==> config.mk <==
export PLATFORM = sky130hd
export DESIGN_NAME = branch_resolve
export DESIGN_NICKNAME = d
export VERILOG_FILES = /design/src/rtl/branch_resolve.sv
export SDC_FILE = /design/constraint.sdc
export NUM_CORES = 1
export LEC_CHECK = 0
export CELL_PAD_IN_SITES_DETAIL_PLACEMENT = 0
export CELL_PAD_IN_SITES_GLOBAL_PLACEMENT = 1
export CORE_MARGIN = 5
export CORE_UTILIZATION = 35
export DETAILED_ROUTE_END_ITERATION = 8
export HOLD_SLACK_MARGIN = 0.15
export PLACE_DENSITY = 0.83
export SLEW_MARGIN = 40
export SYNTH_ARGS = -nofsm -noshare
export SYNTH_HDL_FRONTEND = slang
export SYNTH_SLANG_ARGS = --single-unit
==> constraint.sdc <==
create_clock -name clk -period 3.25 [get_ports clk]
set_input_delay 0.4875 -clock clk [delete_from_list [all_inputs] [get_ports clk]]
set_output_delay 0.4875 -clock clk [all_outputs]
set_load 0.02 [all_outputs]
==> src/rtl/branch_resolve.sv <==
// Execute/retire-side consumer of the fetch redirect/tag protocol: filters wrong-path
// instructions by tag, and issues a single-cycle redirect pulse for each accepted taken jump.
module branch_resolve #(
  parameter int TAG_W     = 4,
  parameter int DRAIN_MAX = 8,
  parameter int CNT_W     = 16
) (
  input  logic             clk,
  input  logic             reset,
  input  logic             valid_in,
  input  logic [TAG_W-1:0] tag_in,
  input  logic [31:0]      npc_in,
  input  logic             jump_req,
  input  logic [31:0]      jump_target,
  output logic [31:0]      new_pc,
  output logic             valid_out,
  output logic [31:0]      npc_out,
  output logic [TAG_W-1:0] exp_tag,
  output logic [CNT_W-1:0] killed_cnt,
  output logic             target_err,
  output logic             drain_err
);

  typedef enum logic [1:0] {RUN, REDIRECT, DRAIN} state_t;

  localparam int DC_W = $clog2(DRAIN_MAX + 1);
  localparam logic [DC_W-1:0] DMAX = DC_W'(DRAIN_MAX);

  state_t           state_q;
  logic [31:0]      new_pc_q;
  logic             valid_q;
  logic [31:0]      npc_q;
  logic [TAG_W-1:0] exp_tag_q;
  logic [CNT_W-1:0] killed_q;
  logic             terr_q;
  logic             derr_q;
  logic [DC_W-1:0]  dcnt_q;

  logic accept, kill;

  // Everything is killed during the redirect cycle, including a matching tag.
  assign accept = valid_in && (tag_in == exp_tag_q) && (state_q != REDIRECT);
  assign kill   = valid_in && !accept;

  always_ff @(posedge clk or negedge reset) begin
    if (!reset) begin
      state_q   <= RUN;
      new_pc_q  <= '0;
      valid_q   <= 1'b0;
      npc_q     <= '0;
      exp_tag_q <= '0;
      killed_q  <= '0;
      terr_q    <= 1'b0;
      derr_q    <= 1'b0;
      dcnt_q    <= '0;
    end else begin
      valid_q  <= accept;
      new_pc_q <= '0;
      if (accept) npc_q <= npc_in;
      if (kill && killed_q != {CNT_W{1'b1}}) killed_q <= killed_q + 1'b1;

      case (state_q)
        REDIRECT: begin
          state_q <= DRAIN;
          dcnt_q  <= '0;
        end
        default: begin
          // Drain timeout counter holds at DRAIN_MAX once the error has fired.
          if (state_q == DRAIN && !accept && dcnt_q != DMAX) begin
            dcnt_q <= dcnt_q + 1'b1;
            if (dcnt_q == DMAX - 1'b1) derr_q <= 1'b1;
          end
          if (accept) begin
            state_q <= RUN;
            if (jump_req) begin
              if (jump_target != '0) begin
                new_pc_q  <= jump_target;
                exp_tag_q <= exp_tag_q + 1'b1;
                state_q   <= REDIRECT;
              end else begin
                terr_q <= 1'b1;
              end
            end
          end
        end
      endcase
    end
  end

  assign new_pc     = new_pc_q;
  assign valid_out  = valid_q;
  assign npc_out    = npc_q;
  assign exp_tag    = exp_tag_q;
  assign killed_cnt = killed_q;
  assign target_err = terr_q;
  assign drain_err  = derr_q;

endmodule

# Word level (Yosys, flattened, before mapping)
# Cells that the tools add are included.
classes:
  n_shift: 0
  div_mod_pow: 0
  multipliers: 0
  bitwise: 2
  n_eq_ne: 7
  muxes: 10
  order_cmp: 0
  reduce_logical: 13
  n_addsub: 3
op_table:
  columns: ["cell", "count"]
  rows:
  - ["$mux 32", 4]
  - ["$reduce_bool 32->1", 1]
  - ["$add 16x1->16 const B", 1]
  - ["$ne 16x16->1 const B", 1]
  - ["$add 4x1->4 const B", 2]
  - ["$mux 4", 2]
  - ["$reduce_and 4->1", 2]
  - ["$logic_and 1x1->1", 6]
  - ["$eq 4x3->1 const B", 1]
  - ["$eq 4x4->1", 1]
  - ["$mux 2", 2]
  - ["$ne 4x4->1 const B", 1]
  - ["$reduce_bool 2->1", 2]
  - ["$reduce_and 3->1", 1]
  - ["$eq 2x1->1 const B", 1]
  - ["$eq 2x2->1 const B", 1]
  - ["$mux 1", 2]
  - ["$ne 2x1->1 const B", 1]
  - ["$not 1->1", 2]
  - ["$logic_not 1->1", 1]
totals:
  output_inout_bits: 87
  mem_bits_rw: 0
  mem_count: 0
  mem_bits_ro: 0
  word_cells: 44
  input_bits: 72
  latch_bits: 0
  regBits: 93

# Logic depth before layout (Yosys ltp)
# Gate-level depths: netlist of the first run.
depth:
  ltp_word: 8
  ltp_mapped: 7
  mapped_depth_nobuf: 6

# Least setup slack after synthesis of the first run
# Ideal clock, no wire load.
synth_path:
  kind: "flip-flop to flip-flop"
  from: "register killed_q[0], in the netlist killed_cnt[0]"
  to: "register killed_q[10], in the netlist killed_cnt[10]"
  n_path_buf: 1
  stages_incl_launch_ff: 8
  slack_ps: 1372
  required_time_ps: 3112
  setup_ps: 138
  period_less_slack_ps: 1878
  t_arrival_ps: 1740
  cell_sequence: "dfrtp_1 ha_1 and3_1 nand3_1 nor3_2 buf_2 nor4_1 xor2_1"
synth_between:
  elab_chain_len: 2
  word_cells_on_any_way: 3
  cone_classes: "1 x add/sub; 1 x eq/ne; 1 x reduce/logical"
synth_rtl:
  columns: ["element", "line", "rtl"]
  rows:
  - ["start: declaration", "34", "logic [CNT_W-1:0] killed_q;"]
  - ["start signal: assignment", "60", "if (kill && killed_q != {CNT_W{1'b1}}) killed_q <= killed_q + 1'b1;"]
  - ["parallel branches: the longest is 2 deep, another holds $add 16x1->16", null, null]
# Several ways; the timed one is not identified.
# A chain may end at the register's enable or synchronous reset.

# Final worst setup path of the first run
layout_path:
  from: "input jump_target[17]"
  to: "register new_pc_q[17], in the netlist new_pc[17]"
layout_between:
  elab_chain_len: 5
layout_rtl:
  columns: ["element", "line", "rtl"]
  rows:
  - ["start: declaration", "14", "input logic [31:0] jump_target,"]
  - ["$reduce_bool 32->1", "76", "if (jump_target != '0) begin"]
  - ["$mux 32 (*)", "76", null]
  - ["$mux 32 (*)", "75", "if (jump_req) begin"]
  - ["$mux 32 (*)", "73", "if (accept) begin"]
  - ["$mux 32 (*)", "62", "case (state_q)"]
  - ["end signal: assignment", "77", "new_pc_q <= jump_target;"]
  - ["end: declaration", "30", "logic [31:0] new_pc_q;"]
# Mark *: on every way between the ends. The rest lies on a longest branch, timed or not.

==> results of run 1 <==
==> layout by cell type, fill, tap and decap left out, types with 2 or more instances in the layout <==
master	n
sky130_fd_sc_hd__nand2_1	12
sky130_fd_sc_hd__clkinvlp_4	2
sky130_fd_sc_hd__inv_1	6
sky130_fd_sc_hd__ha_1	4
sky130_fd_sc_hd__or3_1	2
sky130_fd_sc_hd__dfrtp_1	93
sky130_fd_sc_hd__nor3b_1	4
sky130_fd_sc_hd__o21ai_0	4
sky130_fd_sc_hd__nand2b_1	4
sky130_fd_sc_hd__nor4_1	13
sky130_fd_sc_hd__clkdlybuf4s50_1	157
sky130_fd_sc_hd__nor4_4	2
sky130_fd_sc_hd__nand3_1	11
sky130_fd_sc_hd__xnor2_1	5
sky130_fd_sc_hd__mux2_2	34
sky130_fd_sc_hd__clkinv_2	2
sky130_fd_sc_hd__buf_4	8
sky130_fd_sc_hd__and3_1	6
sky130_fd_sc_hd__nor3_1	3
sky130_fd_sc_hd__nor2_1	5
sky130_fd_sc_hd__and2_1	33
sky130_fd_sc_hd__xor2_1	15
sky130_fd_sc_hd__clkbuf_8	9
sky130_fd_sc_hd__nand4_1	2
==> worst max-delay path: stages <==
cell	delay [ns]
sky130_fd_sc_hd__clkdlybuf4s50_1	0.41
sky130_fd_sc_hd__nor4_1	0.34
sky130_fd_sc_hd__nand2_1	0.15
sky130_fd_sc_hd__nor4_4	0.50
sky130_fd_sc_hd__nor4_4	0.14
sky130_fd_sc_hd__buf_4	0.21
sky130_fd_sc_hd__buf_4	0.17
sky130_fd_sc_hd__and2_1	0.16
==> cell families (layout without fill, tap and decap cells) <==
group,count (synthesis),after routing,synth area share
and+or+nand+nor,107,107,0.181
DFF,93,93,0.611
muxes,34,34,0.100
xor gates and xnor gates,21,21,0.0502
buffers and inverters,15,189,0.0194
AOI/OAI and AO/OA,13,13,0.0246
adders and majority gates,4,4,0.0131
==> layout make-up <==
cell class / count / share of cell area
clock buffer: 9 / 0.0214
clock inverter: 7 / 0.0130
inverter: 6 / 0.00389
multi-input combinational: 179 / 0.244
sequential: 93 / 0.402
tap: 140 / 0.0303
timing repair buffer: 167 / 0.286
==> timing repair <==
| item | CTS | global route |
|---|---|---|
| endpoints found under the hold margin | 0 | 58 |
| hold buffers | 0 | 1 |
| gates resized for setup | 0 | 0 |
| buffers inserted | 0 | 0 |
==> power breakdown <==
part / switching (uW) / internal (uW) / leakage [uW]
Combinational: 760 / 871 / 0.00120
Sequential: 261 / 1470 / 0.00119
Clock: 420 / 359 / 0.0000971
==> through the flow <==
stage	util	total power, uW	std cells
after global placement	0.517	3370	582
after global routing	0.538	4390	601
final	0.538	4150	601
after detailed placement	0.519	3420	584
after CTS	0.537	4210	600
after floorplan	-	2550	287
==> flip-flops by register name, indices dropped and copies added, names as in the netlist <==
signal / count
dcnt_q: 4
exp_tag: 4
npc_out: 32
valid_out: 1
new_pc: 32
state_q: 2
target_err: 1
drain_err: 1
killed_cnt: 16
==> how the worst max path moves through the flow <==
stage,from,endpoint,cells past startpoint
2_1_floorplan,killed_cnt[0]$_DFFE_PN0P_,killed_cnt[10]$_DFFE_PN0P_,7
3_3_place_gp,tag_in[0],exp_tag[1]$_DFFE_PN0P_,5
3_5_place_dp,jump_target[17],new_pc[17]$_DFF_PN0_,8
4_1_cts,jump_target[17],new_pc[17]$_DFF_PN0_,8
5_1_grt,jump_target[17],new_pc[19]$_DFF_PN0_,8
6_report,jump_target[17],new_pc[17]$_DFF_PN0_,8
==> layer usage <==
layer / GRT usage / up-vias
met5: 0 / -
met4: 0.0523 / 0
met3: 0.0613 / 17
met2: 0.237 / 115
met1: 0.186 / 1380
li1: - / 1340
==> impl_summary.log, run 1 <==
[metrics] class of the worst hold path: reg2reg
[metrics] Clock Skews: 0.0131 ns
[metrics] TritonRoute pass-1 iters: 4
[metrics] worst slew pin tran: 0.609 ns
[metrics] Bufs on Longest Clock Path: 2
[metrics] total DRC errors in the routed layout: 0
[metrics] logic depth of the worst register-to-register path: 6
[metrics] source-to-sink clock delay at the later pin of the worst-skew pair: 0.36 ns
[metrics] initial core utilization: 0.355
[metrics] cell type with the highest aggregate area in the netlist: sky130_fd_sc_hd__dfrtp_1
[metrics] kind of critical path: in2reg
[metrics] Reg2Reg Capture Point: new_pc[17]$_DFF_PN0_
[metrics] Seq cells post-synth: 93
[metrics] mean area per synthesized cell: 13.3 sq um
[metrics] number of unique standard cell types used by synthesis: 43
[metrics] floorplan die area: 13100 sq um
[metrics] antenna cells: 0
[metrics] Max-slew headroom: 0.591
[metrics] Most used DFF post-synth: sky130_fd_sc_hd__dfrtp_1
[metrics] net count after synthesis: 363
[metrics] Detail Route Antenna Nets: 0
[metrics] peak ir drop on the vdd network: 0.341 mV
[metrics] Routed Wire Length: 9540 microns
[metrics] wire length on met3: 849 microns
[metrics] Achievable Freq: 428 MHz
[metrics] EDFF count, synth: 0
[metrics] sequential area share after synthesis: 0.611
[metrics] data required time of the worst path: 3.50 ns
[metrics] area of the mapped netlist: 3810 sq um
[metrics] largest cells by area after synthesis: sky130_fd_sc_hd__dfrtp_1 (61%), sky130_fd_sc_hd__mux2_2 (10%), sky130_fd_sc_hd__and2_1 (5.4%)
[metrics] clock net sink count: 93
[metrics] final setup slack of the worst path: 0.915 ns
[metrics] max_cap viols: 0
[metrics] leakage power total: 0.00248 uW
[metrics] most frequently used cell type in the post-synthesis netlist: sky130_fd_sc_hd__dfrtp_1
[metrics] wire length of the first global-routing pass: 15300 microns
[metrics] WHS: 0.475 ns
[metrics] Placer Congestion: 0.848
[metrics] category of the worst setup path capture point: flop
[metrics] wire length the detailed router placed on met1: 4000 microns
[metrics] startpoint of the tightest hold check path: drain_err$_DFFE_PN0P_
[metrics] placed inst area: 5570 sq um
[metrics] via density per instance: 4.75
[metrics] final-report max-slew violation count: 0
[metrics] number of warnings reported in the yosys synthesis log: 0
[metrics] final layout net count: 532
[metrics] Pwr per Cell Area: 717 nW/um^2
[metrics] CTS root buf: sky130_fd_sc_hd__clkbuf_8
[metrics] total negative setup slack: 0 ns
[metrics] Reg2Reg Launch Point: exp_tag[0]$_DFFE_PN0P_
[metrics] total gr overflow: 0
[metrics] via count of the first global-routing pass: 3021
[metrics] top layer used by detailed routing: met4
[metrics] run status: finished, final reports clean
[metrics] filler cell count in the final layout: 960
[metrics] final hold violation count: 0
[metrics] synthesized instance count: 287
[metrics] CTS tree: built
[metrics] largest net degree at the start of global routing: 63
[metrics] HPWL Detailed: 7400 microns
[metrics] post-layout instance area: 5790 sq um
[metrics] fraction of layout instances using a drive strength above 1: 0.152
[metrics] top cell types by occurrence after synthesis: sky130_fd_sc_hd__dfrtp_1 (93), sky130_fd_sc_hd__mux2_2 (34), sky130_fd_sc_hd__and2_1 (33), sky130_fd_sc_hd__xor2_1 (15), sky130_fd_sc_hd__nor4_1 (13)
[metrics] number of H-tree branching levels: 3
[metrics] Synth async-reset ratio: 1.00
[metrics] Floorplan Core Area: 10700 sq um
[metrics] area of combinational cells with multiple inputs: 1410 sq um
[metrics] Core Rows: 38
[metrics] top-level I/O count: 159
[metrics] Place WS: 0.510 ns
[metrics] Die Y-Extent: 114 microns
[metrics] setup repair after global routing missed its margin: false
[metrics] startpoint type of the worst setup path: input port
[metrics] arrival time reported for the critical path endpoint: 2.59 ns
[metrics] fin crit period: 2.34 ns
[metrics] largest fanout of any net on the critical path: 13
[metrics] total setup violations reported at the end of the flow: 0
[metrics] number of DRC markers in iteration 0: 104
[metrics] area taken by flip-flops and latches: 2330 sq um
[metrics] number of cells on the worst hold path: 1
[metrics] die extent in x: 114 microns
[metrics] clock edge transition at the registers on the reported setup and hold paths: 0.09 ns
[metrics] number of antenna violations at the first check in global routing: 0
[metrics] top-area cell type share of the netlist area: 0.611
[metrics] layout overhead on the synthesized area: 51.9%
[metrics] setup slack of the worst register-to-register path: 1.09 ns
[metrics] endpoint of the worst hold-timing path: drain_err$_DFFE_PN0P_
[metrics] clock buffers created by TritonCTS: 9
[metrics] final cycle utilization of the critical path: 0.719
[metrics] WL met2: 4510 microns
[metrics] port buffer count: 158
[metrics] total via count after detailed routing: 2852
[metrics] WL/cell: 15.9 microns
[metrics] global-route usage over all layers: 0.150
No activity file was read; power rests on OpenSTA's default activity.
==> run 2, diff against run 1 <==
CORE_UTILIZATION = 30   (was 35)
PLACE_DENSITY = 0.76   (was 0.83)
clock period = 1.9 ns   (was 3.25 ns; I/O delays follow)
==> run 2 against run 1 <==
Net effect: first-iteration DRC count grew 50%; sequential cell count is the same; critical path depth shrank 1; register-to-register slack lost 0.98 ns; clock power grew 120%; combinational power grew 93%; sequential power grew 63%; cell count grew 9.2%; sequential share of layout area shrank 2.4 points; critical endpoint is now killed_cnt[13]$_DFFE_PN0P_; highest routed layer unchanged.
==> impl_summary.log, run 2 (synthesized netlist as in run 1, its figures left out) <==
[metrics] WL/cell: 15.2 microns (was 15.9 microns)
[metrics] floorplan die area: 15100 sq um (was 13100 sq um)
[metrics] final setup slack of the worst path: 0.113 ns (was 0.915 ns)
[metrics] final-report max-slew violation count: 0 (unchanged)
[metrics] Placer Congestion: 0.807 (was 0.848)
[metrics] largest net degree at the start of global routing: 36 (was 63)
[metrics] Routed Wire Length: 9950 microns (was 9540 microns)
[metrics] clock buffers created by TritonCTS: 9 (unchanged)
[metrics] port buffer count: 158 (unchanged)
[metrics] max_cap viols: 0 (unchanged)
[metrics] capturing element of the worst setup path: killed_cnt[13]$_DFFE_PN0P_ (was new_pc[17]$_DFF_PN0_)
[metrics] number of H-tree branching levels: 3 (unchanged)
[metrics] most common library cell in the layout ignoring fill and taps: sky130_fd_sc_hd__clkdlybuf4s50_1 (unchanged)
[metrics] final layout net count: 555 (was 532)
[metrics] fraction of layout instances using a drive strength above 1: 0.188 (was 0.152)
[metrics] top-level I/O count: 159 (unchanged)
[metrics] Clock Skews: 0.00560 ns (was 0.0131 ns)
[metrics] WHS: 0.453 ns (was 0.475 ns)
[metrics] peak ir drop on the vdd network: 0.545 mV (was 0.341 mV)
[metrics] die extent in x: 123 microns (was 114 microns)
[metrics] total gr overflow: 0 (unchanged)
[metrics] clock edge transition at the registers on the reported setup and hold paths: 0.06 ns (was 0.09 ns)
[metrics] setup slack of the worst register-to-register path: 0.11 ns (was 1.09 ns)
[metrics] data required time of the worst path: 2.16 ns (was 3.50 ns)
[metrics] worst slew pin tran: 0.496 ns (was 0.609 ns)
[metrics] clock net sink count: 93 (unchanged)
[metrics] final hold violation count: 0 (unchanged)
[metrics] non-filler instance count after layout: 656 (was 601)
[metrics] wire length of the first global-routing pass: 15900 microns (was 15300 microns)
[metrics] kind of critical path: reg2reg (was in2reg)
[metrics] fin crit period: 1.79 ns
[metrics] number of DRC markers in iteration 0: 156 (was 104)
[metrics] final cycle utilization of the critical path: 0.941
[metrics] wire length the detailed router placed on met1: 3970 microns (was 4000 microns)
[metrics] largest fanout of any net on the critical path: 10 (was 13)
[metrics] Die Y-Extent: 123 microns (was 114 microns)
[metrics] Bufs on Longest Clock Path: 2 (unchanged)
[metrics] CTS root buf: sky130_fd_sc_hd__clkbuf_16 (was sky130_fd_sc_hd__clkbuf_8)
[metrics] wire length on met3: 1070 microns (was 849 microns)
[metrics] global-route usage over all layers: 0.137 (was 0.150)
[metrics] Reg2Reg Launch Point: killed_cnt[0]$_DFFE_PN0P_ (was exp_tag[0]$_DFFE_PN0P_)
[metrics] CP Launch Point: killed_cnt[0]$_DFFE_PN0P_ (was jump_target[17])
[metrics] WL met2: 4720 microns (was 4510 microns)
[metrics] Max-slew headroom: 0.669 (was 0.591)
[metrics] Detail Route Antenna Nets: 0 (unchanged)
[metrics] highest-count cells in the layout ignoring fill and taps: sky130_fd_sc_hd__clkdlybuf4s50_1 (157), sky130_fd_sc_hd__dfrtp_1 (93), sky130_fd_sc_hd__mux2_2 (34) (unchanged)
[metrics] HPWL Detailed: 7650 microns (was 7400 microns)
[metrics] arrival time reported for the critical path endpoint: 2.05 ns (was 2.59 ns)
[metrics] cell count after placement: 635 (was 584)
[metrics] via count of the first global-routing pass: 3133 (was 3021)
[metrics] antenna cells: 0 (unchanged)
[metrics] Reg2Reg Capture Point: killed_cnt[13]$_DFFE_PN0P_ (was new_pc[17]$_DFF_PN0_)
[metrics] layout overhead on the synthesized area: 61.6% (was 51.9%)
[metrics] filler cell count in the final layout: 1170 (was 960)
[metrics] setup repair after global routing missed its margin: false (unchanged)
[metrics] leakage power total: 0.00267 uW (was 0.00248 uW)
[metrics] number of antenna violations at the first check in global routing: 0 (unchanged)
[metrics] Achievable Freq: 560 MHz
[metrics] Place WS: -0.277 ns (was 0.510 ns)
[metrics] top layer used by detailed routing: met4 (unchanged)
[metrics] run status: finished, final reports clean (unchanged)
[metrics] sum of internal, switching and leakage power: 7720 uW (was 4150 uW)
[metrics] CTS tree: built (unchanged)
[metrics] class of the worst hold path: in2async (was reg2reg)
[metrics] category of the worst setup path capture point: flop (unchanged)
[metrics] source-to-sink clock delay at the later pin of the worst-skew pair: 0.34 ns (was 0.36 ns)
[metrics] Core Rows: 41 (was 38)
[metrics] TritonRoute pass-1 iters: 4 (unchanged)
[metrics] total setup violations reported at the end of the flow: 0 (unchanged)
[metrics] initial core utilization: 0.304 (was 0.355)
[metrics] via density per instance: 4.50 (was 4.75)
[metrics] startpoint type of the worst setup path: flop (was input port)
[metrics] logic depth of the worst register-to-register path: 7 (was 6)
[metrics] Floorplan Core Area: 12500 sq um (was 10700 sq um)
[metrics] total via count after detailed routing: 2950 (was 2852)
[metrics] total DRC errors in the routed layout: 0 (unchanged)
[metrics] Pwr per Cell Area: 1250 nW/um^2 (was 717 nW/um^2)
run 2: area by class of cell:
cell class,count,area (sq um),area share
flip-flops and latches,93,2330,0.378
repair buffers,190,1880,0.306
multi-input cells,179,1420,0.231
clock buffers,12,236,0.0384
well taps,172,215,0.0350
clock inverters,4,48.8,0.00793
inverters,6,22.5,0.00366
run 2: how the worst min path moves through the flow:
stage | start | to | slack, ns
floorplan | reset | dcnt_q[0]$_DFFE_PN0P_ | -0.01
global placement | reset | npc_out[18]$_DFFE_PN0N_ | 0.28
detailed placement | reset | npc_out[20]$_DFFE_PN0N_ | 0.28
CTS | reset | npc_out[20]$_DFFE_PN0N_ | 0.46
global route | reset | npc_out[14]$_DFFE_PN0N_ | 0.49
finish | reset | npc_out[14]$_DFFE_PN0N_ | 0.45
run 2: critical path, stage by stage (launching register included):
cell and delay [ns]:
sky130_fd_sc_hd__dfrtp_1 0.38, sky130_fd_sc_hd__ha_1 0.21, sky130_fd_sc_hd__and3_1 0.20, sky130_fd_sc_hd__nand3_1 0.15, sky130_fd_sc_hd__nor3_4 0.10, sky130_fd_sc_hd__buf_4 0.15
sky130_fd_sc_hd__nor4_1 0.33, sky130_fd_sc_hd__xor2_1 0.18
run 2: repair_timing:
item,4_1_cts,5_1_grt
pin swaps,1,1
buffers inserted,0,4
setup endpoints to repair,15,16
resized for setup,1,2
hold buffers,1,0
hold endpoints to repair,32,0
run 2: through the flow:
stage                     setup TNS (ns)  utilization  area, sq um
final                                  0        0.492         6160
after floorplan                        0            -         3810
after global placement            -12.99        0.465         5820
after CTS                              0        0.489         6120
after global routing                   0        0.492         6160
after detailed placement          -15.53        0.465         5820
run 2: per-layer routing:
layer | vias up | track usage
met2 | 125 | 0.216
met3 | 15 | 0.0687
met5 | - | 0
met4 | 0 | 0.0539
met1 | 1424 | 0.160
li1 | 1386 | -
run 2: where the power goes:
group	internal, uW	total, uW	leakage (uW)	switching [uW]
clock	1020	1740	0.000141	724
combinational	1680	3140	0.00135	1460
sequential	2530	2840	0.00119	309
